--- src/rtl/pam4_pkg.sv ---
// Shared types and constants for the PAM-4 adaptive slicer: symbol type,
// lock FSM states, nominal level placement and the margin threshold.
package pam4_pkg;

    typedef logic [1:0] symbol_t;

    typedef enum logic {
        ACQUIRE = 1'b0,
        LOCKED  = 1'b1
    } slicer_state_t;

    localparam int MARGIN_DIV = 4;

    // Nominal levels sit at -3S/2, -S/2, +S/2, +3S/2 for indices 0..3.
    function automatic int nominal_level(input int idx, input int sep);
        return ((2 * idx - 3) * sep) / 2;
    endfunction

    function automatic int margin_of(input int sep);
        return sep / MARGIN_DIV;
    endfunction

endpackage

--- src/rtl/pam4_level_tracker.sv ---
// One PAM-4 level estimate in fixed point (MU fractional bits): exponential
// moving-average step toward the sample, saturated, with reload to nominal.
module pam4_level_tracker #(
    parameter int W       = 8,
    parameter int MU      = 4,
    parameter int LW      = W + MU + 1,
    parameter int NOMINAL = 0
) (
    input  logic                 clk,
    input  logic                 rstn,
    input  logic                 reload,
    input  logic                 upd_en,
    input  logic signed [W-1:0]  sample,
    output logic signed [LW-1:0] level,
    output logic signed [LW-1:0] proposed
);

    localparam logic signed [LW-1:0] NOM_FX = LW'(NOMINAL * (2 ** MU));
    localparam logic signed [LW:0]   MAX_V  = (LW+1)'((2 ** (LW - 1)) - 1);
    localparam logic signed [LW:0]   MIN_V  = (LW+1)'(-(2 ** (LW - 1)));

    logic signed [LW:0] xs;
    logic signed [LW:0] diff;
    logic signed [LW:0] step;
    logic signed [LW:0] sum;

    // One extra bit of headroom so the step and sum can be clamped, not wrapped.
    always_comb begin
        xs   = (LW+1)'(sample) <<< MU;
        diff = xs - (LW+1)'(level);
        step = diff >>> MU;
        sum  = (LW+1)'(level) + step;
        if (sum > MAX_V) begin
            proposed = MAX_V[LW-1:0];
        end else if (sum < MIN_V) begin
            proposed = MIN_V[LW-1:0];
        end else begin
            proposed = sum[LW-1:0];
        end
    end

    always_ff @(posedge clk) begin
        if (rstn || reload) begin
            level <= NOM_FX;
        end else if (upd_en) begin
            level <= proposed;
        end
    end

endmodule

--- src/rtl/pam4_adaptive_slicer.sv ---
// PAM-4 decision slicer with decision-directed level tracking and lock FSM.
// Define PAM4_SLICER_ADAPT_EN to enable level adaptation; otherwise levels are fixed at nominal.
module pam4_adaptive_slicer
    import pam4_pkg::*;
#(
    parameter int SIGNAL_RESOLUTION = 8,
    parameter int SYMBOL_SEPERATION = 56,
    parameter int MU_SHIFT          = 4,
    parameter int LOCK_COUNT        = 64,
    parameter int ERR_LIMIT         = 8
) (
    input  logic                                clk,
    input  logic                                rstn,
    input  logic signed [SIGNAL_RESOLUTION-1:0] voltage_level_in,
    input  logic                                voltage_level_in_valid,
    output symbol_t                             symbol_out,
    output logic                                symbol_out_valid,
    output logic                                marginal_out,
    output logic                                locked,
    output logic [7:0]                          err_count
);

    localparam int W      = SIGNAL_RESOLUTION;
    localparam int CW     = $clog2(LOCK_COUNT + 1);
    localparam int MARGIN = margin_of(SYMBOL_SEPERATION);
    localparam logic signed [W+1:0] MARGIN_X = (W+2)'(MARGIN);

    logic signed [W:0]   lint [4];
    logic signed [W:0]   thr [3];
    logic signed [W+1:0] pair_sum;
    logic signed [W:0]   x_ext;
    logic signed [W+1:0] sel_dev;
    logic signed [W+1:0] sel_mag;
    symbol_t             sym_idx;
    logic                marginal;
    logic                lose_lock;

    slicer_state_t state_q, state_d;
    logic [CW-1:0] run_q, run_d;
    logic [CW-1:0] win_q, win_d;
    logic [7:0]    err_q, err_d, err_inc;

`ifdef PAM4_SLICER_ADAPT_EN
    localparam int LW = W + MU_SHIFT + 1;
    localparam logic signed [LW:0] MIN_GAP = (LW+1)'(MARGIN * (2 ** MU_SHIFT));

    logic signed [LW-1:0] lvl [4];
    logic signed [LW-1:0] prop [4];
    logic [3:0]           gap_ok;

    function automatic logic spaced(input logic signed [LW-1:0] lo,
                                    input logic signed [LW-1:0] hi);
        return ((LW+1)'(hi) - (LW+1)'(lo)) >= MIN_GAP;
    endfunction

    // A level only moves if it keeps at least S/4 to both neighbours,
    // which also keeps the four levels strictly ordered.
    always_comb begin
        gap_ok[0] = spaced(prop[0], lvl[1]);
        gap_ok[1] = spaced(lvl[0], prop[1]) && spaced(prop[1], lvl[2]);
        gap_ok[2] = spaced(lvl[1], prop[2]) && spaced(prop[2], lvl[3]);
        gap_ok[3] = spaced(lvl[2], prop[3]);
    end

    for (genvar g = 0; g < 4; g++) begin : g_track
        pam4_level_tracker #(
            .W      (W),
            .MU     (MU_SHIFT),
            .LW     (LW),
            .NOMINAL(nominal_level(g, SYMBOL_SEPERATION))
        ) u_track (
            .clk     (clk),
            .rstn    (rstn),
            .reload  (voltage_level_in_valid && lose_lock),
            .upd_en  (voltage_level_in_valid && (sym_idx == 2'(g)) && gap_ok[g]),
            .sample  (voltage_level_in),
            .level   (lvl[g]),
            .proposed(prop[g])
        );
        assign lint[g] = lvl[g][LW-1:MU_SHIFT];
    end
`else
    // Fixed-point nominal truncated to integer exactly as the adaptive path does.
    for (genvar g = 0; g < 4; g++) begin : g_fixed
        assign lint[g] = (W+1)'((nominal_level(g, SYMBOL_SEPERATION) * (2 ** MU_SHIFT)) >>> MU_SHIFT);
    end
`endif

    assign x_ext = (W+1)'(voltage_level_in);

    always_comb begin
        pair_sum = '0;
        for (int i = 0; i < 3; i++) begin
            pair_sum = (W+2)'(lint[i]) + (W+2)'(lint[i+1]);
            thr[i]   = pair_sum[W+1:1];
        end
    end

    // A sample equal to a threshold belongs to the upper level.
    always_comb begin
        if (x_ext < thr[0]) begin
            sym_idx = 2'd0;
        end else if (x_ext < thr[1]) begin
            sym_idx = 2'd1;
        end else if (x_ext < thr[2]) begin
            sym_idx = 2'd2;
        end else begin
            sym_idx = 2'd3;
        end
        sel_dev  = (W+2)'(x_ext) - (W+2)'(lint[sym_idx]);
        sel_mag  = sel_dev[W+1] ? -sel_dev : sel_dev;
        marginal = sel_mag > MARGIN_X;
    end

    always_comb begin
        state_d   = state_q;
        run_d     = run_q;
        win_d     = win_q;
        err_d     = err_q;
        lose_lock = 1'b0;
        err_inc   = (marginal && (err_q != 8'hFF)) ? err_q + 8'd1 : err_q;
        if (voltage_level_in_valid) begin
            case (state_q)
                ACQUIRE: begin
                    if (marginal) begin
                        run_d = '0;
                    end else if (run_q == CW'(LOCK_COUNT - 1)) begin
                        run_d   = '0;
                        win_d   = '0;
                        err_d   = '0;
                        state_d = LOCKED;
                    end else begin
                        run_d = run_q + CW'(1);
                    end
                end
                LOCKED: begin
                    // Loss of lock takes priority over the window wrapping.
                    if (err_inc >= 8'(ERR_LIMIT)) begin
                        lose_lock = 1'b1;
                        state_d   = ACQUIRE;
                        run_d     = '0;
                        win_d     = '0;
                        err_d     = '0;
                    end else if (win_q == CW'(LOCK_COUNT - 1)) begin
                        win_d = '0;
                        err_d = '0;
                    end else begin
                        win_d = win_q + CW'(1);
                        err_d = err_inc;
                    end
                end
                default: state_d = ACQUIRE;
            endcase
        end
    end

    always_ff @(posedge clk) begin
        if (rstn) begin
            state_q          <= ACQUIRE;
            run_q            <= '0;
            win_q            <= '0;
            err_q            <= '0;
            symbol_out       <= '0;
            symbol_out_valid <= 1'b0;
            marginal_out     <= 1'b0;
        end else begin
            state_q          <= state_d;
            run_q            <= run_d;
            win_q            <= win_d;
            err_q            <= err_d;
            symbol_out_valid <= voltage_level_in_valid;
            if (voltage_level_in_valid) begin
                symbol_out   <= sym_idx;
                marginal_out <= marginal;
            end
        end
    end

    assign locked    = (state_q == LOCKED);
    assign err_count = err_q;

endmodule

--- config.mk ---
export PLATFORM = sky130hd
export DESIGN_NAME = pam4_adaptive_slicer
export DESIGN_NICKNAME = d
export VERILOG_FILES = /design/src/rtl/pam4_pkg.sv /design/src/rtl/pam4_level_tracker.sv /design/src/rtl/pam4_adaptive_slicer.sv
export SDC_FILE = /design/constraint.sdc
export NUM_CORES = 1
export LEC_CHECK = 0
export ABC_AREA = 1
export CORE_MARGIN = 2
export CORE_UTILIZATION = 35
export CTS_CLUSTER_DIAMETER = 200
export DETAILED_ROUTE_END_ITERATION = 6
export GPL_ROUTABILITY_DRIVEN = 0
export PLACE_DENSITY = 0.5
export SETUP_SLACK_MARGIN = 0.15
export SYNTH_ARGS = -nofsm -noshare
export SYNTH_HDL_FRONTEND = slang
export SYNTH_SLANG_ARGS = --single-unit
--- constraint.sdc ---
create_clock -name clk -period 4.6 [get_ports clk]
set_input_delay 0.92 -clock clk [delete_from_list [all_inputs] [get_ports clk]]
set_output_delay 0.92 -clock clk [all_outputs]
set_load 0.1 [all_outputs]
==> summary.txt <==
Status
  • Status: complete, no violations

Floorplanning
  • Core Box Area: approximately 0.0060 mm²
  • Width of the die: 83.6 µm
  • Site Rows: 28
  • Die height: between 80 and 90 µm
  • I/O Pins: 24
  • Initial core utilization: a little under two fifths
  • Die ar.: roughly 0.007 mm²

Place
  • Pre-CTS WS: -0.0625 ns
  • Dpl hpwl: slightly below 4 mm
  • Placed Cells: around 440
  • Port-buffer cells: 23

Logic synthesis
  • FFs w/ async S/R, synth: 0%
  • Synth top cells by count: nand2_1, inv_1, nand3_1
  • Register area share after synthesis: 24.4%
  • Synth area leaders: dfxtp_1, nand2_1, nand3_1
  • Yosys warning count: 0
  • Count leader, synth: nand2_1
  • Syn_area_per_cell: between 6 and 7 µm²
  • Synth area leader: dfxtp_1
  • Ys flop type: dfxtp_1
  • Synth Register Bits: 27
  • Cell Area, Synth: around 0.0022 mm²
  • Syn_nets: around 370
  • Synth Instances: roughly 340
  • EDFF count, synth: 0
  • Top cell type's share of synthesized area: 24.4%
  • Post-synth cell types: 33

STA
  • Setup Skew: roughly 0.014 ns
  • Endpoints failing setup: 0
  • Rel. slew slack: between 30% and 40%
  • Final Hold Vio Count: 0
  • Tightest Pin Transition: approximately 0.97 ns
  • Ratio of final minimum period to clock period: just over 90%
  • Final Max Tran Viols: 0
  • Max Freq: roughly 240 MHz
  • Final min period: 4.20 ns
  • RSZ-0062 raised after global routing: yes
  • Setup WS post-layout: 0.402 ns

Setup path
  • CP Capture Type: flip-flop
  • Worst setup path class: in2reg
  • CP required: around 4.8 ns
  • Crit path max fanout: 8
  • Worst path arrival time: 4.39 ns
  • CP Launch Type: primary input

Layout
  • Share of layout cells above drive strength 1: between 10% and 20%
  • Nets: approximately 400
  • Fillers: between 600 and 700
  • Final Core Density: 44.6%
  • Area Growth Syn to Fin: 21.2%
  • Final cell count without fillers: 450
  • Diode count: 0

Pwr
  • Sw power: approximately 0.00023 W
  • Net Sw Frac: a little under two fifths
  • Maximum VDD drop: 0.124 mV
  • Clock network power share: between 20% and 30%
  • Combinational Power Share: 37.2%
  • Sequential Power Share: roughly two fifths
  • Leak pwr: 1.19 nW
  • Total internal power: 0.000384 W
  • Total Power: just over 0.0006 W
  • PwrDens: 229 mW/mm²

Route
  • WL met3: 143 µm
  • Via count: ~2,200
  • Total wire length: between 5 and 6 mm
  • Routed WL per cell: between 10 and 15 µm
  • Max Used Layer: met4
  • Drt initial violations: 70
  • DRT met1 WL: roughly 2.6 mm
  • Routed Antenna Nets: 0
  • Via density: just under 5
  • Remaining DRCs: 0
  • Met2 wire len: approximately 2.4 mm
  • Pre-antenna DRT Iters: 5

CTS
  • Clk root buf: clkbuf_8
  • Hold-fix buffers at CTS: 0
  • Worst-Skew Late Latency: between 0.2 and 0.3 ns
  • CTS clock-pin slew for the worst setup and hold paths: roughly 0.090 ns
  • CTS tree: done
  • CTS Buffer Depth: 2
  • CTS Buf Count: 3
  • # clock sinks: 27
  • CTS H-tree lvls: 1

GRT
  • Residual overflow from global routing: 0
  • GRT Total Usage: between 10 and 15%
  • Initial antenna violation count: 0
  • Vias in the first global route: 1,995
  • Largest net degree at the start of global routing: 18
  • First-pass GRT wire length: 8.78 mm

Run
  • Maxcap violations: 0

Worst hold path
  • HP Class: reg2reg
==> critical path, stage by stage <==
cell and delay, ns:
clkdlybuf4s50_1 0.47, inv_1 0.04, nand2_1 0.06, and3_4 0.17
ha_1 0.23, nand2_2 0.10, inv_2 0.06, ha_1 0.32
ha_1 0.16, nand2_1 0.08, nor2_1 0.19, nand3_1 0.14
nor2_1 0.12, nand2_1 0.06, nand2_1 0.06, nand2_1 0.06
nand3_2 0.09, nor2_4 0.05, nand2_4 0.11, nand3_1 0.08
nand2_1 0.08, nand2_1 0.08, nor2_4 0.19, nand3_4 0.15
nand2_2 0.13, nand2_1 0.06, a21oi_1 0.11
==> power groups by stage <==
stage	logic, W	registers (W)	clock network (W)
floorplan	0.000141	0.000265	0
global placement	0.000218	0.000247	0
detailed placement	0.000217	0.000247	0
CTS	0.000218	0.000242	0.000153
global route	0.000255	0.000243	0.000160
finish	0.000229	0.000242	0.000143
==> sequential cells by signal, indices dropped and copies added, names as in the netlist <==
name	count
err_count	8
run_q	7
win_q	7
symbol_out	2
locked	1
marginal_out	1
symbol_out_valid	1
==> stage by stage <==
step,hold slack (ns),area [µm²],TNS (ns)
4_1_cts,0.473,2620,0
6_report,0.472,2690,0
5_1_grt,0.488,2690,0
3_3_place_gp,0.451,2570,0
3_5_place_dp,0.459,2570,-0.256
2_1_floorplan,0.439,2220,0
==> logic make-up after synthesis <==
logic type,share of synthesized area [%]
adder cells (fa/ha/maj),8.24
AND/OR/NAND/NOR,43.1
flip-flops,24.4
XOR/XNOR,4.35
buffers and inverters,10.3
AO/OA/AOI/OAI,9.66
==> layout by cell type (no fill, tap or decap), types with 2 or more instances in the layout <==
master / count
a21oi_1: 23
buf_4: 14
clkbuf_8: 3
clkdlybuf4s50_1: 20
dfxtp_1: 27
dlymetal6s2s_1: 3
ha_1: 13
inv_1: 43
inv_2: 5
nand2_1: 80
nand2_2: 5
nand2_4: 5
nand3_1: 39
nand3_2: 5
nand3_4: 2
nand3b_1: 2
nand4_1: 11
nand4_2: 2
nor2_1: 26
nor2_2: 2
nor2_4: 2
nor3_1: 9
o21ai_0: 11
o21ai_1: 2
xor2_1: 11
==> what timing repair did <==
item | CTS | global route
buffers inserted | 0 | 4
setup endpoints to repair | 0 | 23
resized for setup | 0 | 12
==> layer usage <==
| metal | global-route usage [%] | vias up |
|---|---|---|
| met5 | 0 | - |
| met4 | 2.64 | 0 |
| met3 | 2.57 | 2 |
| met2 | 24.8 | 30 |
| met1 | 19.3 | 981 |
| li1 | - | 1184 |
==> final cells by class <==
| class | count | area, µm² | area share [%] |
|---|---|---|---|
| Tap cell | 75 | 93.8 | 3.49 |
| Clock inverter | 1 | 7.51 | 0.279 |
| Clock buffer | 3 | 41.3 | 1.54 |
| Sequential cell | 27 | 541 | 20.1 |
| Timing Repair Buffer | 37 | 343 | 12.8 |
| Inverter | 48 | 180 | 6.71 |
| Multi-Input combinational cell | 259 | 1480 | 55.1 |
==> worst paths after layout <==
kind / from / to / slack [ns] / cells past startpoint
max: voltage_level_in[3] / run_q[6] / 0.40 / 27
min: run_q[6] / run_q[6] / 0.47 / 2
max reg2reg: err_count[2] / run_q[6] / 2.37 / 13
min reg2reg: run_q[6] / run_q[6] / 0.47 / 2
Power figures use the tool's default switching activity.
